File: config.mk
export PLATFORM = sky130hd
export DESIGN_NAME = rom_msg_sequencer_flat
export DESIGN_NICKNAME = d
export VERILOG_FILES = /design/src/rtl/rom_msg_sequencer_pkg.sv /design/src/rtl/rom_msg_sequencer_if.sv /design/src/rtl/rom_msg_sequencer_adr_counter.sv /design/src/rtl/rom_msg_sequencer.sv /design/src/flat_wrapper.sv
export SDC_FILE = /design/constraint.sdc
export NUM_CORES = 1
export LEC_CHECK = 0
export CORE_AREA = 2 2 87 89
export CTS_CLUSTER_DIAMETER = 50
export DETAILED_ROUTE_END_ITERATION = 6
export DIE_AREA = 0 0 89 91
export PLACE_DENSITY_LB_ADDON = 0.1
export SLEW_MARGIN = 5
export SYNTH_ARGS = -nofsm -noshare
export SYNTH_HDL_FRONTEND = slang
export SYNTH_SLANG_ARGS = --single-unit
File: constraint.sdc
create_clock -name clk -period 5.3 [get_ports clk]
set_input_delay 0.53 -clock clk [delete_from_list [all_inputs] [get_ports clk]]
set_output_delay 0.53 -clock clk [all_outputs]
set_load 0.005 [all_outputs]
File: src/rtl/rom_msg_sequencer_pkg.sv
// Shared constants, FSM state type and helpers for the ROM message sequencer.
package rom_msg_sequencer_pkg;

  localparam int ADR_W = 17;
  localparam int DATA_W = 8;
  localparam int ROM_LAT = 1;
  localparam int LAT_W = (ROM_LAT > 1) ? $clog2(ROM_LAT) : 1;
  localparam logic [DATA_W-1:0] TERM_CHAR = 8'h00;

  typedef enum logic [2:0] {
    ST_IDLE    = 3'd0,
    ST_FETCH   = 3'd1,
    ST_WAIT    = 3'd2,
    ST_CHECK   = 3'd3,
    ST_PRESENT = 3'd4,
    ST_DONE    = 3'd5
  } seq_state_t;

  // Character count increment that sticks at all-ones instead of wrapping.
  function automatic logic [ADR_W-1:0] sat_inc(input logic [ADR_W-1:0] v);
    return (v == {ADR_W{1'b1}}) ? v : v + {{(ADR_W-1){1'b0}}, 1'b1};
  endfunction

endpackage

File: src/rtl/rom_msg_sequencer_if.sv
// ROM read port plus the character valid/ready stream towards the code generator.
interface rom_msg_sequencer_if;
  import rom_msg_sequencer_pkg::*;

  logic              rom_cs;
  logic [ADR_W-1:0]  rom_adr;
  logic [DATA_W-1:0] rom_data;
  logic [DATA_W-1:0] chr;
  logic              chr_valid;
  logic              chr_ready;

  modport master (
    output rom_cs, rom_adr, chr, chr_valid,
    input  rom_data, chr_ready
  );

  modport slave (
    input  rom_cs, rom_adr, chr, chr_valid,
    output rom_data, chr_ready
  );

endinterface

File: src/rtl/rom_msg_sequencer_adr_counter.sv
// ROM address register: loads the message base, steps by one with silent wrap.
module rom_msg_sequencer_adr_counter
  import rom_msg_sequencer_pkg::*;
(
  input  logic             clk,
  input  logic             rst,
  input  logic             i_load,
  input  logic             i_inc,
  input  logic [ADR_W-1:0] i_base,
  output logic [ADR_W-1:0] o_adr
);

  logic [ADR_W-1:0] r_adr;

  // Address register: load has priority over increment.
  always_ff @(posedge clk) begin
    if (rst) begin
      r_adr <= {ADR_W{1'b0}};
    end else if (i_load) begin
      r_adr <= i_base;
    end else if (i_inc) begin
      r_adr <= r_adr + {{(ADR_W-1){1'b0}}, 1'b1};
    end else begin
      r_adr <= r_adr;
    end
  end

  assign o_adr = r_adr;

endmodule

File: src/rtl/rom_msg_sequencer.sv
// Walks the input ROM from a base address and hands characters downstream until a
// terminator byte or the length limit ends the message.
module rom_msg_sequencer
  import rom_msg_sequencer_pkg::*;
(
  input  logic              clk,
  input  logic              rst,
  input  logic              i_start,
  input  logic [ADR_W-1:0]  i_base_adr,
  input  logic [ADR_W-1:0]  i_max_len,
  output logic              o_busy,
  output logic              o_done,
  output logic              o_trunc,
  output logic [ADR_W-1:0]  o_chr_cnt,
  rom_msg_sequencer_if.master bus
);

  seq_state_t        r_state;
  logic              r_rom_cs;
  logic [DATA_W-1:0] r_chr;
  logic              r_chr_valid;
  logic              r_busy;
  logic              r_done;
  logic              r_trunc;
  logic [ADR_W-1:0]  r_chr_cnt;
  logic [LAT_W-1:0]  r_lat_cnt;

  logic              w_hs;
  logic              w_len_hit;
  logic              w_adr_load;
  logic              w_adr_inc;
  logic [ADR_W-1:0]  w_cnt_nxt;
  logic [ADR_W-1:0]  w_adr;

  // Handshake and stop decisions; the address only advances when another fetch follows.
  always_comb begin
    w_hs       = r_chr_valid & bus.chr_ready;
    w_cnt_nxt  = sat_inc(r_chr_cnt);
    w_len_hit  = (i_max_len != {ADR_W{1'b0}}) && (w_cnt_nxt == i_max_len);
    w_adr_load = (r_state == ST_IDLE) && i_start;
    w_adr_inc  = (r_state == ST_PRESENT) && w_hs && !w_len_hit;
  end

  rom_msg_sequencer_adr_counter u_adr_counter (
    .clk    (clk),
    .rst    (rst),
    .i_load (w_adr_load),
    .i_inc  (w_adr_inc),
    .i_base (i_base_adr),
    .o_adr  (w_adr)
  );

  // Sequencer FSM; every output is set from the transition so it lands registered.
  always_ff @(posedge clk) begin
    if (rst) begin
      r_state     <= ST_IDLE;
      r_rom_cs    <= 1'b0;
      r_chr       <= {DATA_W{1'b0}};
      r_chr_valid <= 1'b0;
      r_busy      <= 1'b0;
      r_done      <= 1'b0;
      r_trunc     <= 1'b0;
      r_chr_cnt   <= {ADR_W{1'b0}};
      r_lat_cnt   <= {LAT_W{1'b0}};
    end else begin
      r_done <= 1'b0;
      case (r_state)
        ST_IDLE: begin
          if (i_start) begin
            r_state   <= ST_FETCH;
            r_busy    <= 1'b1;
            r_trunc   <= 1'b0;
            r_chr_cnt <= {ADR_W{1'b0}};
            r_rom_cs  <= 1'b1;
          end
        end
        ST_FETCH: begin
          r_rom_cs <= 1'b0;
          if (ROM_LAT > 1) begin
            r_lat_cnt <= LAT_W'(ROM_LAT - 1);
            r_state   <= ST_WAIT;
          end else begin
            r_state <= ST_CHECK;
          end
        end
        ST_WAIT: begin
          if (r_lat_cnt == LAT_W'(1)) begin
            r_state <= ST_CHECK;
          end else begin
            r_lat_cnt <= r_lat_cnt - LAT_W'(1);
          end
        end
        ST_CHECK: begin
          if (bus.rom_data == TERM_CHAR) begin
            r_state <= ST_DONE;
            r_done  <= 1'b1;
          end else begin
            r_chr       <= bus.rom_data;
            r_chr_valid <= 1'b1;
            r_state     <= ST_PRESENT;
          end
        end
        ST_PRESENT: begin
          if (w_hs) begin
            r_chr_valid <= 1'b0;
            r_chr_cnt   <= w_cnt_nxt;
            if (w_len_hit) begin
              r_state <= ST_DONE;
              r_done  <= 1'b1;
              r_trunc <= 1'b1;
            end else begin
              r_state  <= ST_FETCH;
              r_rom_cs <= 1'b1;
            end
          end
        end
        ST_DONE: begin
          r_busy  <= 1'b0;
          r_state <= ST_IDLE;
        end
        default: begin
          r_state     <= ST_IDLE;
          r_rom_cs    <= 1'b0;
          r_chr_valid <= 1'b0;
          r_busy      <= 1'b0;
        end
      endcase
    end
  end

  assign bus.rom_cs    = r_rom_cs;
  assign bus.rom_adr   = w_adr;
  assign bus.chr       = r_chr;
  assign bus.chr_valid = r_chr_valid;
  assign o_busy        = r_busy;
  assign o_done        = r_done;
  assign o_trunc       = r_trunc;
  assign o_chr_cnt     = r_chr_cnt;

endmodule

File: src/flat_wrapper.sv
// flat-port wrapper written by rule: the top's interface ports become plain ports
module rom_msg_sequencer_flat import rom_msg_sequencer_pkg::*;
  (clk, rst, i_start, i_base_adr, i_max_len, o_busy, o_done, o_trunc, o_chr_cnt, bus_rom_cs, bus_rom_adr, bus_chr, bus_chr_valid, bus_rom_data, bus_chr_ready);
  rom_msg_sequencer_if bus_i ();
  input  logic clk;
  input  logic rst;
  input  logic i_start;
  input  logic [ADR_W-1:0] i_base_adr;
  input  logic [ADR_W-1:0] i_max_len;
  output logic o_busy;
  output logic o_done;
  output logic o_trunc;
  output logic [ADR_W-1:0] o_chr_cnt;
  output wire logic [$bits(bus_i.rom_cs)-1:0] bus_rom_cs;
  output wire logic [$bits(bus_i.rom_adr)-1:0] bus_rom_adr;
  output wire logic [$bits(bus_i.chr)-1:0] bus_chr;
  output wire logic [$bits(bus_i.chr_valid)-1:0] bus_chr_valid;
  input wire logic [$bits(bus_i.rom_data)-1:0] bus_rom_data;
  input wire logic [$bits(bus_i.chr_ready)-1:0] bus_chr_ready;
  assign bus_rom_cs = bus_i.rom_cs;
  assign bus_rom_adr = bus_i.rom_adr;
  assign bus_chr = bus_i.chr;
  assign bus_chr_valid = bus_i.chr_valid;
  assign bus_i.rom_data = bus_rom_data;
  assign bus_i.chr_ready = bus_chr_ready;
  rom_msg_sequencer u_core (.clk(clk), .rst(rst), .i_start(i_start), .i_base_adr(i_base_adr), .i_max_len(i_max_len), .o_busy(o_busy), .o_done(o_done), .o_trunc(o_trunc), .o_chr_cnt(o_chr_cnt), .bus(bus_i));
endmodule
* After elaboration in Yosys (flattened, before gate mapping)
Cells that the tools add are included.
** Operators by class
- Muxes and demuxes :: 29
- Bitwise gates (word level) :: 5
- $add $sub $neg :: 3
- Equality and inequality tests :: 13
- Reduce and logical (&&, ||, !) cells :: 20
** Operator list (number)
- two-way mux 17 bit :: 5
- adder 17 x 1 -> 17 bit (second input constant) :: 2
- one-hot mux 17 bit (2 select lines) :: 1
- == test 17 bit :: 1
- == test 17 bit (second input constant) :: 1
- nonzero test 17 bit :: 1
- one-hot mux 3 bit (5 select lines) :: 1
- two-way mux 1 bit :: 13
- two-way mux 3 bit :: 4
- AND reduction 3 bit :: 3
- logical NOT 8 bit :: 1
- AND reduction 4 bit :: 2
- OR reduction 4 bit :: 2
- == test 3 x 2 -> 1 bit (second input constant) :: 2
- == test 3 bit (second input constant) :: 2
- != test 2 x 1 -> 1 bit (second input constant) :: 3
- != test 2 bit (second input constant) :: 3
- one-hot mux 1 bit (2 select lines) :: 3
- one-hot mux 1 bit (3 select lines) :: 2
- logical AND 1 bit :: 4
- NOT 1 bit :: 4
- AND reduction 2 bit :: 2
- nonzero test 2 bit :: 2
- == test 3 x 1 -> 1 bit (second input constant) :: 1
- other kinds (5) :: 5
** Word-level totals
- Input port bits :: 46
- Flip-flop bits (word level) :: 51

* Longest topological paths before layout
Gate-level depths: netlist of run 1.
- Depth after elaboration :: 8
- Depth in mapped cells :: 12
- Depth with buffers taken out :: 10

* Modules after synthesis
Synthesis of run 1 repeated with hierarchy kept, for this count alone.
** Second synthesis, totals
- Cell total of the unflattened synthesis :: 446
- Area total of the unflattened synthesis :: 3460.8 um2
** By module, submodules not included
- rom_msg_sequencer :: cells an instance 329, times used 1, area each 2479.9 um2
- rom_msg_sequencer_adr_counter :: cells an instance 117, times used 1, area each 980.9 um2

* Least setup slack after synthesis of run 1
Ideal clock, no wire load.
- Path kind :: flip-flop to flip-flop
- Start point :: register u_core.r_chr_cnt[0], in the netlist u_core.o_chr_cnt[0]
- End point :: register u_core.u_adr_counter.r_adr[16], in the netlist u_core.u_adr_counter.o_adr[16]
- Period minus slack after synthesis :: 3037 ps
- Setup time :: 88 ps
- Slack :: 2263 ps
- Path buffers :: 1
- Arrival :: 2949 ps
- Stages on the path, launching flop included :: 12
- Path through :: dfxtp_1 ha_1 and4_1 and4_1 buf_6 nor3b_1 mux2_2 nand4_1 nor4_4 nand2b_4 or4_4 a311oi_2
** Between the ends
- Longest elaborated chain between the ends :: 7
- Elaborated cells between the ends (all ways) :: 8
- Those cells by class :: add/sub (1); eq/ne (2); mux (1); reduce/logical (4)
** RTL lines
- from (decl) :: line rom_msg_sequencer.sv:25 : logic [ADR_W-1:0] r_chr_cnt;
- from (signal assigned) :: line rom_msg_sequencer.sv:63 : r_chr_cnt <= {ADR_W{1'b0}};
- from (signal assigned) :: line rom_msg_sequencer.sv:73 : r_chr_cnt <= {ADR_W{1'b0}};
- from (signal assigned) :: line rom_msg_sequencer.sv:106 : r_chr_cnt <= w_cnt_nxt;
- adder 17 x 1 -> 17 bit or == test 17 bit (tied branches) :: line rom_msg_sequencer_pkg.sv:21 : return (v == {ADR_W{1'b1}}) ? v : v + {{(ADR_W-1){1'b0}}, 1'b1};
- two-way mux 17 bit * :: line rom_msg_sequencer_pkg.sv:21
- == test 17 bit * :: line rom_msg_sequencer.sv:39 : w_len_hit = (i_max_len != {ADR_W{1'b0}}) && (w_cnt_nxt == i_max_len);
- logical AND 1 bit * :: line rom_msg_sequencer.sv:39
- logical NOT 1 bit * :: line rom_msg_sequencer.sv:41 : w_adr_inc = (r_state == ST_PRESENT) && w_hs && !w_len_hit;
- logical AND 1 bit * :: line rom_msg_sequencer.sv:41
- nonzero test 2 bit (no line) *
- to (signal assigned) :: line rom_msg_sequencer_adr_counter.sv:20 : r_adr <= i_base;
- to (signal assigned) :: line rom_msg_sequencer_adr_counter.sv:22 : r_adr <= r_adr + {{(ADR_W-1){1'b0}}, 1'b1};
- to (signal assigned) :: line rom_msg_sequencer_adr_counter.sv:24 : r_adr <= r_adr;
- to (decl) :: line rom_msg_sequencer_adr_counter.sv:13 : logic [ADR_W-1:0] r_adr;
Every way passes the cells marked *; elsewhere a longest branch is shown, timed or not.
A chain may end at the register's enable or synchronous reset.

* Worst setup path after layout of run 1
- Start point :: register u_core.r_chr_cnt[0], in the netlist u_core.o_chr_cnt[0]
- End point :: register u_core.u_adr_counter.r_adr[2], in the netlist u_core.u_adr_counter.o_adr[2]
Same word-level chain as after synthesis.

==> impl_metrics.py, run 1 <==
metrics = {
    "cts": {
        "cts_made_buffers": 5,
        "postCtsSetupBuffers": 0,
        "cts_sinks": 51,
        "cts.repair.resized": 0,
        "clk_pin_slew_ps": 100,
        "insertion_delay_ps": 300,
        "clk_path_buf_depth": 2,
        "cts_hold_buf": 0,
        "cts_tree": "yes",
        "root_buffer": "clkbuf_8",
        "htree_num_levels": 2,
    },
    "synthesis": {
        "syn_area_mm2": 0.00347,
        "synth_cells": 439,
        "ys_seq_area_share_pct": 29.4,
        "yosysWarnings": 0,
        "synth.avg_cell_area_um2": 7.90,
        "synthTopCellsByArea": "dfxtp_1 29%, nor2_1 8.0%, xnor2_1 3.8%",
        "yosysTopAreaCellShare_pct": 29.4,
        "synth_edf_count": 0,
        "synth_nets": 487,
        "synth_area_leader_cell": "dfxtp_1",
        "synth_seq_cells": 51,
        "synthArstFlopShare_pct": 0,
        "synth.most_common_cell": "nor2_1",
        "ys.flop_type": "dfxtp_1",
        "yosys-top-cells-count": "74 x nor2_1, 51 x dfxtp_1, 29 x nand2_1",
        "ys_types": 67,
    },
    "timing": {
        "drv_slew": 0,
        "finClkSkew_ps": 9.91,
        "rsz0062_at_grt": "false",
        "fmax_mhz": 259,
        "slew_headroom_pct": 38.2,
        "hold_viol": 0,
        "worst_slew_pin_slew_ps": 921,
        "fin_crit_ps": 3860,
        "tns_ps": 0,
        "setup_violations": 0,
        "finalCritPeriodShare_pct": 72.9,
    },
    "detailed_routing": {
        "wl_mm": 9.92,
        "viasPerCell": 5.72,
        "ant_nets": 0,
        "drt_iter0_drc": 147,
        "dr.pass1.iters": 4,
        "wl_per_cell_um": 16.2,
        "routed-via-count": 3505,
        "drc": 0,
    },
    "global_routing": {
        "grt_first_pass_wirelength_mm": 16.7,
        "grtUsageTotal_pct": 25.4,
        "overflow": 0,
        "grt_pass1_vias": 3431,
        "grt_max_degree": 33,
        "antenna_found_initial": 0,
    },
    "critical_path": {
        "path_common_cell": "and4_1",
        "critPathKind": "register to register",
        "reg2reg_depth": 10,
        "critPathLaunchType": "register",
        "crit_buf_inv": 0,
        "max_stage_delay_ps": 770,
        "r2r_slack_ps": 1440,
        "crit_start": "u_core.o_chr_cnt[0]",
        "end_kind": "register",
        "crit_path_top_delay_cell": "nor4_4",
        "cp.arrival_ps": 4100,
        "r2r-end": "u_core.u_adr_counter.o_adr[2]",
        "critPathMaxFanout": 12,
        "crit_chain": "ha_1 > and4_1 > and4_1 > mux2_4 > xor2_1 > or3_4 > nor4_4 > nor2_2 > a311o_1 > nor3_2",
        "path_delay_family": "simple AND/OR/NAND/NOR gates",
        "cp.required_ps": 5540,
        "path_depth": 10,
        "r2r_start": "u_core.o_chr_cnt[0]",
    },
    "floorplanning": {
        "core_mm2": 0.00714,
        "num_rows": 31,
        "die_h_um": 91,
        "die_x_um": 89,
        "io_pins": 93,
        "fp.dieArea_mm2": 0.00810,
        "initial_core_util_pct": 48.6,
    },
    "placed_design": {
        "place_congestion": 1.01,
        "dp_hpwl_mm": 7.40,
        "place_area_mm2": 0.00439,
        "io_buffers": 92,
    },
    "status": {
        "outcome": "complete, no violations",
    },
    "power_and_ir_drop": {
        "leakagePower_uw": 0.00155,
        "power_density_mw_per_mm2": 289,
        "peakVddDrop_v": 0.000203,
    },
    "layout": {
        "stdcell_area_mm2": 0.00452,
        "nets": 561,
        "nFillCells": 677,
        "diodes": 0,
        "syn2layout_area_growth_pct": 30.4,
        "fin_util_pct": 63.3,
        "drive_above_1_share_pct": 7.78,
    },
    "min_path": {
        "min_from": "u_core.r_lat_cnt",
        "holdPathStages": 2,
        "hp-class": "register to register",
        "min_to": "u_core.r_lat_cnt",
    },
    "flow_run": {
        "drv_cap": 0,
    },
}
-- metal layers --
| layer | GRT usage, % | wire [um] |
|---|---|---|
| met1 | 35.0 | 4500 |
| met2 | 39.1 | 4610 |
| met3 | 4.82 | 526 |
| met4 | 9.20 | 287 |
| met5 | 0 | 0 |
-- power by group --
part | switching (uW) | internal (uW)
clock | 131 | 189
combinational | 211 | 238
sequential | 83.2 | 452
total | 426 | 879
-- through the flow --
stage | hold WS [ps] | instances | power, uW | setup WS, ps
after floorplan | 432 | 439 | 775 | 2260
after global placement | 444 | 605 | 984 | 1500
after detailed placement | 459 | 605 | 990 | 1450
after CTS | 484 | 613 | 1320 | 1420
after global routing | 517 | 613 | 1390 | 1210
final | 475 | 613 | 1300 | 1440
-- cell type report --
class                   instances  area (um2)  area share (%)
clock buffers                   6        72.6            1.61
clock inverters                 2        60.1            1.33
inverters                       9        33.8           0.747
multi-input cells             351        2270            50.1
flip-flops and latches         51        1020            22.6
well taps                      99         124            2.74
repair buffers                 95         943            20.9
-- worst max-delay path by stage --
stage                                           endpoint  slack [ps]
after floorplan           u_core.u_adr_counter.o_adr[16]        2260
after global placement     u_core.u_adr_counter.o_adr[2]        1500
after detailed placement   u_core.u_adr_counter.o_adr[2]        1450
after CTS                 u_core.u_adr_counter.o_adr[16]        1420
after global routing       u_core.u_adr_counter.o_adr[2]        1210
final                      u_core.u_adr_counter.o_adr[2]        1440
-- registers in the layout (all words and copies together) (netlist names) --
name / flops
u_core.bus.chr_valid: 1
u_core.u_adr_counter.o_adr: 17
u_core.o_busy: 1
u_core.o_trunc: 1
u_core.o_chr_cnt: 17
u_core.r_lat_cnt: 1
u_core.r_state: 3
u_core.bus.chr: 8
u_core.o_done: 1
u_core.bus.rom_cs: 1
-- placed cells by master (no fill, tap or decap), types with 12 or more instances in the layout --
| cell | instances |
|---|---|
| clkdlybuf4s50_1 | 92 |
| nor2_1 | 74 |
| dfxtp_1 | 51 |
| nand2_1 | 29 |
| a21oi_1 | 25 |
| o21ai_0 | 20 |
| nor3_1 | 18 |
| nand3_1 | 17 |
| xnor2_1 | 15 |
| a211oi_1 | 15 |
| xor2_1 | 12 |
-- tightest hold or removal path, cell delays in order, from the launching register on --
cell and delay [ps]:
dfxtp_1 330, a31oi_1 40, nor2_1 70
-- cells by family after synthesis --
family	count (synthesis)	share of synthesized area, %
fa+ha+maj	2	0.722
xor+xnor	27	6.82
flops	51	29.4
compound gates	96	18.8
buf+inv	37	5.20
simple gates	213	35.0
mux	13	3.97
No activity file was read; power rests on OpenSTA's default activity.
==> run 2, diff against run 1 <==
Settings changed: CORE_AREA 2 2 87 89 to 2 2 88 90, DIE_AREA 0 0 89 91 to 0 0 90 92.
Clock period 5.3 ns to 3.7 ns, I/O delays scaled along.
==> impl_metrics.py, run 2 (synthesized netlist as in run 1, its figures left out) <==
metrics = {
    "cts": {
        "root_buffer": "clkbuf_8",
        "cts_made_buffers": 5,
        "insertion_delay_ps": 320,
        "htree_num_levels": 2,
        "clk_path_buf_depth": 2,
        "cts_sinks": 51,
        "clk_pin_slew_ps": 110,
        "cts.repair.resized": 0,
        "cts_hold_buf": 0,
        "cts_tree": "yes",
        "postCtsSetupBuffers": 0,
    },
    "critical_path": {
        "path_depth": 11,
        "r2r_slack_ps": 250,
        "crit_chain": "ha_1 > and4_1 > and4_1 > nor3b_1 > mux2_2 > nand4_1 > nor4_4 > buf_4 > nand2b_4 > or4_4 > a311oi_2",
        "r2r_start": "u_core.o_chr_cnt[1]",
        "critPathLaunchType": "register",
        "path_common_cell": "and4_1",
        "critPathMaxFanout": 12,
        "max_stage_delay_ps": 540,
        "reg2reg_depth": 11,
        "cp.arrival_ps": 3670,
        "crit_buf_inv": 1,
        "r2r-end": "u_core.u_adr_counter.o_adr[16]",
        "crit_path_top_delay_cell": "or4_4",
        "cp.required_ps": 3920,
        "end_kind": "register",
        "critPathKind": "register to register",
        "path_delay_family": "simple AND/OR/NAND/NOR gates",
    },
    "timing": {
        "worst_slew_pin_slew_ps": 817,
        "finalCritPeriodShare_pct": 93.2,
        "fin_crit_ps": 3450,
        "setup_violations": 0,
        "tns_ps": 0,
        "drv_slew": 0,
        "finClkSkew_ps": 14.2,
        "rsz0062_at_grt": "false",
        "finalWorstSetupSlack_ps": 251,
        "hold_viol": 0,
        "slew_headroom_pct": 45.3,
        "fmax_mhz": 290,
    },
    "layout": {
        "nets": 569,
        "final_cell_mix": "92 x clkdlybuf4s50_1, 74 x nor2_1, 51 x dfxtp_1, 29 x nand2_1, 25 x a21oi_1",
        "fin_util_pct": 61.1,
        "drive_above_1_share_pct": 9.39,
        "syn2layout_area_growth_pct": 31.1,
        "diodes": 0,
        "mostFrequentLayoutCell": "clkdlybuf4s50_1",
    },
    "global_routing": {
        "grt_max_degree": 33,
        "grtUsageTotal_pct": 24.3,
        "antenna_found_initial": 0,
        "grt_first_pass_wirelength_mm": 16.6,
        "overflow": 0,
        "grt_pass1_vias": 3400,
    },
    "detailed_routing": {
        "dr.pass1.iters": 4,
        "drc": 0,
        "wl_mm": 9.97,
        "ant_nets": 0,
        "wl_per_cell_um": 16.0,
        "viasPerCell": 5.71,
        "drt_iter0_drc": 183,
        "routed-via-count": 3561,
    },
    "power_and_ir_drop": {
        "p_comb_share_pct": 36.5,
        "seq_power_share_pct": 43.6,
        "power_density_mw_per_mm2": 387,
        "switchingPower_uw": 629,
        "clkPwrFrac_pct": 19.9,
        "p_int_uw": 1130,
        "swShare_pct": 35.8,
        "leakagePower_uw": 0.00158,
        "finalPower_uw": 1760,
        "peakVddDrop_v": 0.000316,
    },
    "floorplanning": {
        "die_x_um": 90,
        "initial_core_util_pct": 46.6,
        "io_pins": 93,
        "num_rows": 32,
        "core_mm2": 0.00745,
        "die_h_um": 92,
        "fp.dieArea_mm2": 0.00828,
    },
    "status": {
        "outcome": "complete, no violations",
    },
    "min_path": {
        "min_to": "u_core.r_lat_cnt",
        "holdPathStages": 2,
        "min_from": "u_core.r_lat_cnt",
        "hp-class": "register to register",
    },
    "placed_design": {
        "dp_hpwl_mm": 7.51,
        "place_congestion": 0.911,
        "pre_cts_ws_ps": 315,
        "io_buffers": 92,
    },
    "flow_run": {
        "drv_cap": 0,
    },
}
run 2: layout make-up:
type / count / area (um2)
Fill cell: 698 / 2900
Inverter: 9 / 33.8
Clock inverter: 3 / 26.3
Timing Repair Buffer: 103 / 1000
Clock buffer: 5 / 68.8
Multi-Input combinational cell: 351 / 2270
Tap cell: 102 / 128
Sequential cell: 51 / 1020
run 2: per-layer routing:
layer  GRT usage, %  vias up  part of all wire (%)
met3           4.03       19                   4.9
li1               -     1771                     -
met4           9.49        0                   2.6
met5              0        -                     0
met1           31.8     1657                    44
met2           40.4      114                    48
run 2: power groups by stage:
| stage | clock, uW | combinational [uW] | sequential [uW] |
|---|---|---|---|
| floorplan | 0 | 361 | 748 |
| global placement | 0 | 635 | 776 |
| detailed placement | 0 | 641 | 776 |
| CTS | 362 | 646 | 765 |
| global route | 383 | 708 | 785 |
| finish | 350 | 641 | 766 |
run 2: how the worst max path moves through the flow:
stage,from,endpoint,slack (ps)
finish,u_core.o_chr_cnt[1],u_core.u_adr_counter.o_adr[16],250
CTS,u_core.o_chr_cnt[1],u_core.u_adr_counter.o_adr[16],280
floorplan,u_core.o_chr_cnt[0],u_core.u_adr_counter.o_adr[16],660
global placement,u_core.o_chr_cnt[1],u_core.u_adr_counter.o_adr[2],330
detailed placement,u_core.o_chr_cnt[1],u_core.u_adr_counter.o_adr[16],310
global route,u_core.o_chr_cnt[1],u_core.u_adr_counter.o_adr[2],50
run 2: worst reg2reg max path, delay by kind of cell, from the launching register on:
| family | cells | cell delay (ps) |
|---|---|---|
| AO/OA/AOI/OAI | 1 | 240 |
| adder cells (fa/ha/maj) | 1 | 280 |
| buffers and inverters | 1 | 200 |
| flip-flops | 1 | 370 |
| multiplexers | 1 | 400 |
| AND/OR/NAND/NOR | 7 | 1870 |
run 2: stage by stage:
| stage | hold slack [ps] | std cells | instance area (um2) |
|---|---|---|---|
| final | 475 | 624 | 4550 |
| after global routing | 509 | 624 | 4550 |
| after CTS | 479 | 624 | 4550 |
| after detailed placement | 452 | 616 | 4450 |
| after global placement | 446 | 616 | 4450 |
| after floorplan | 432 | 439 | 3470 |
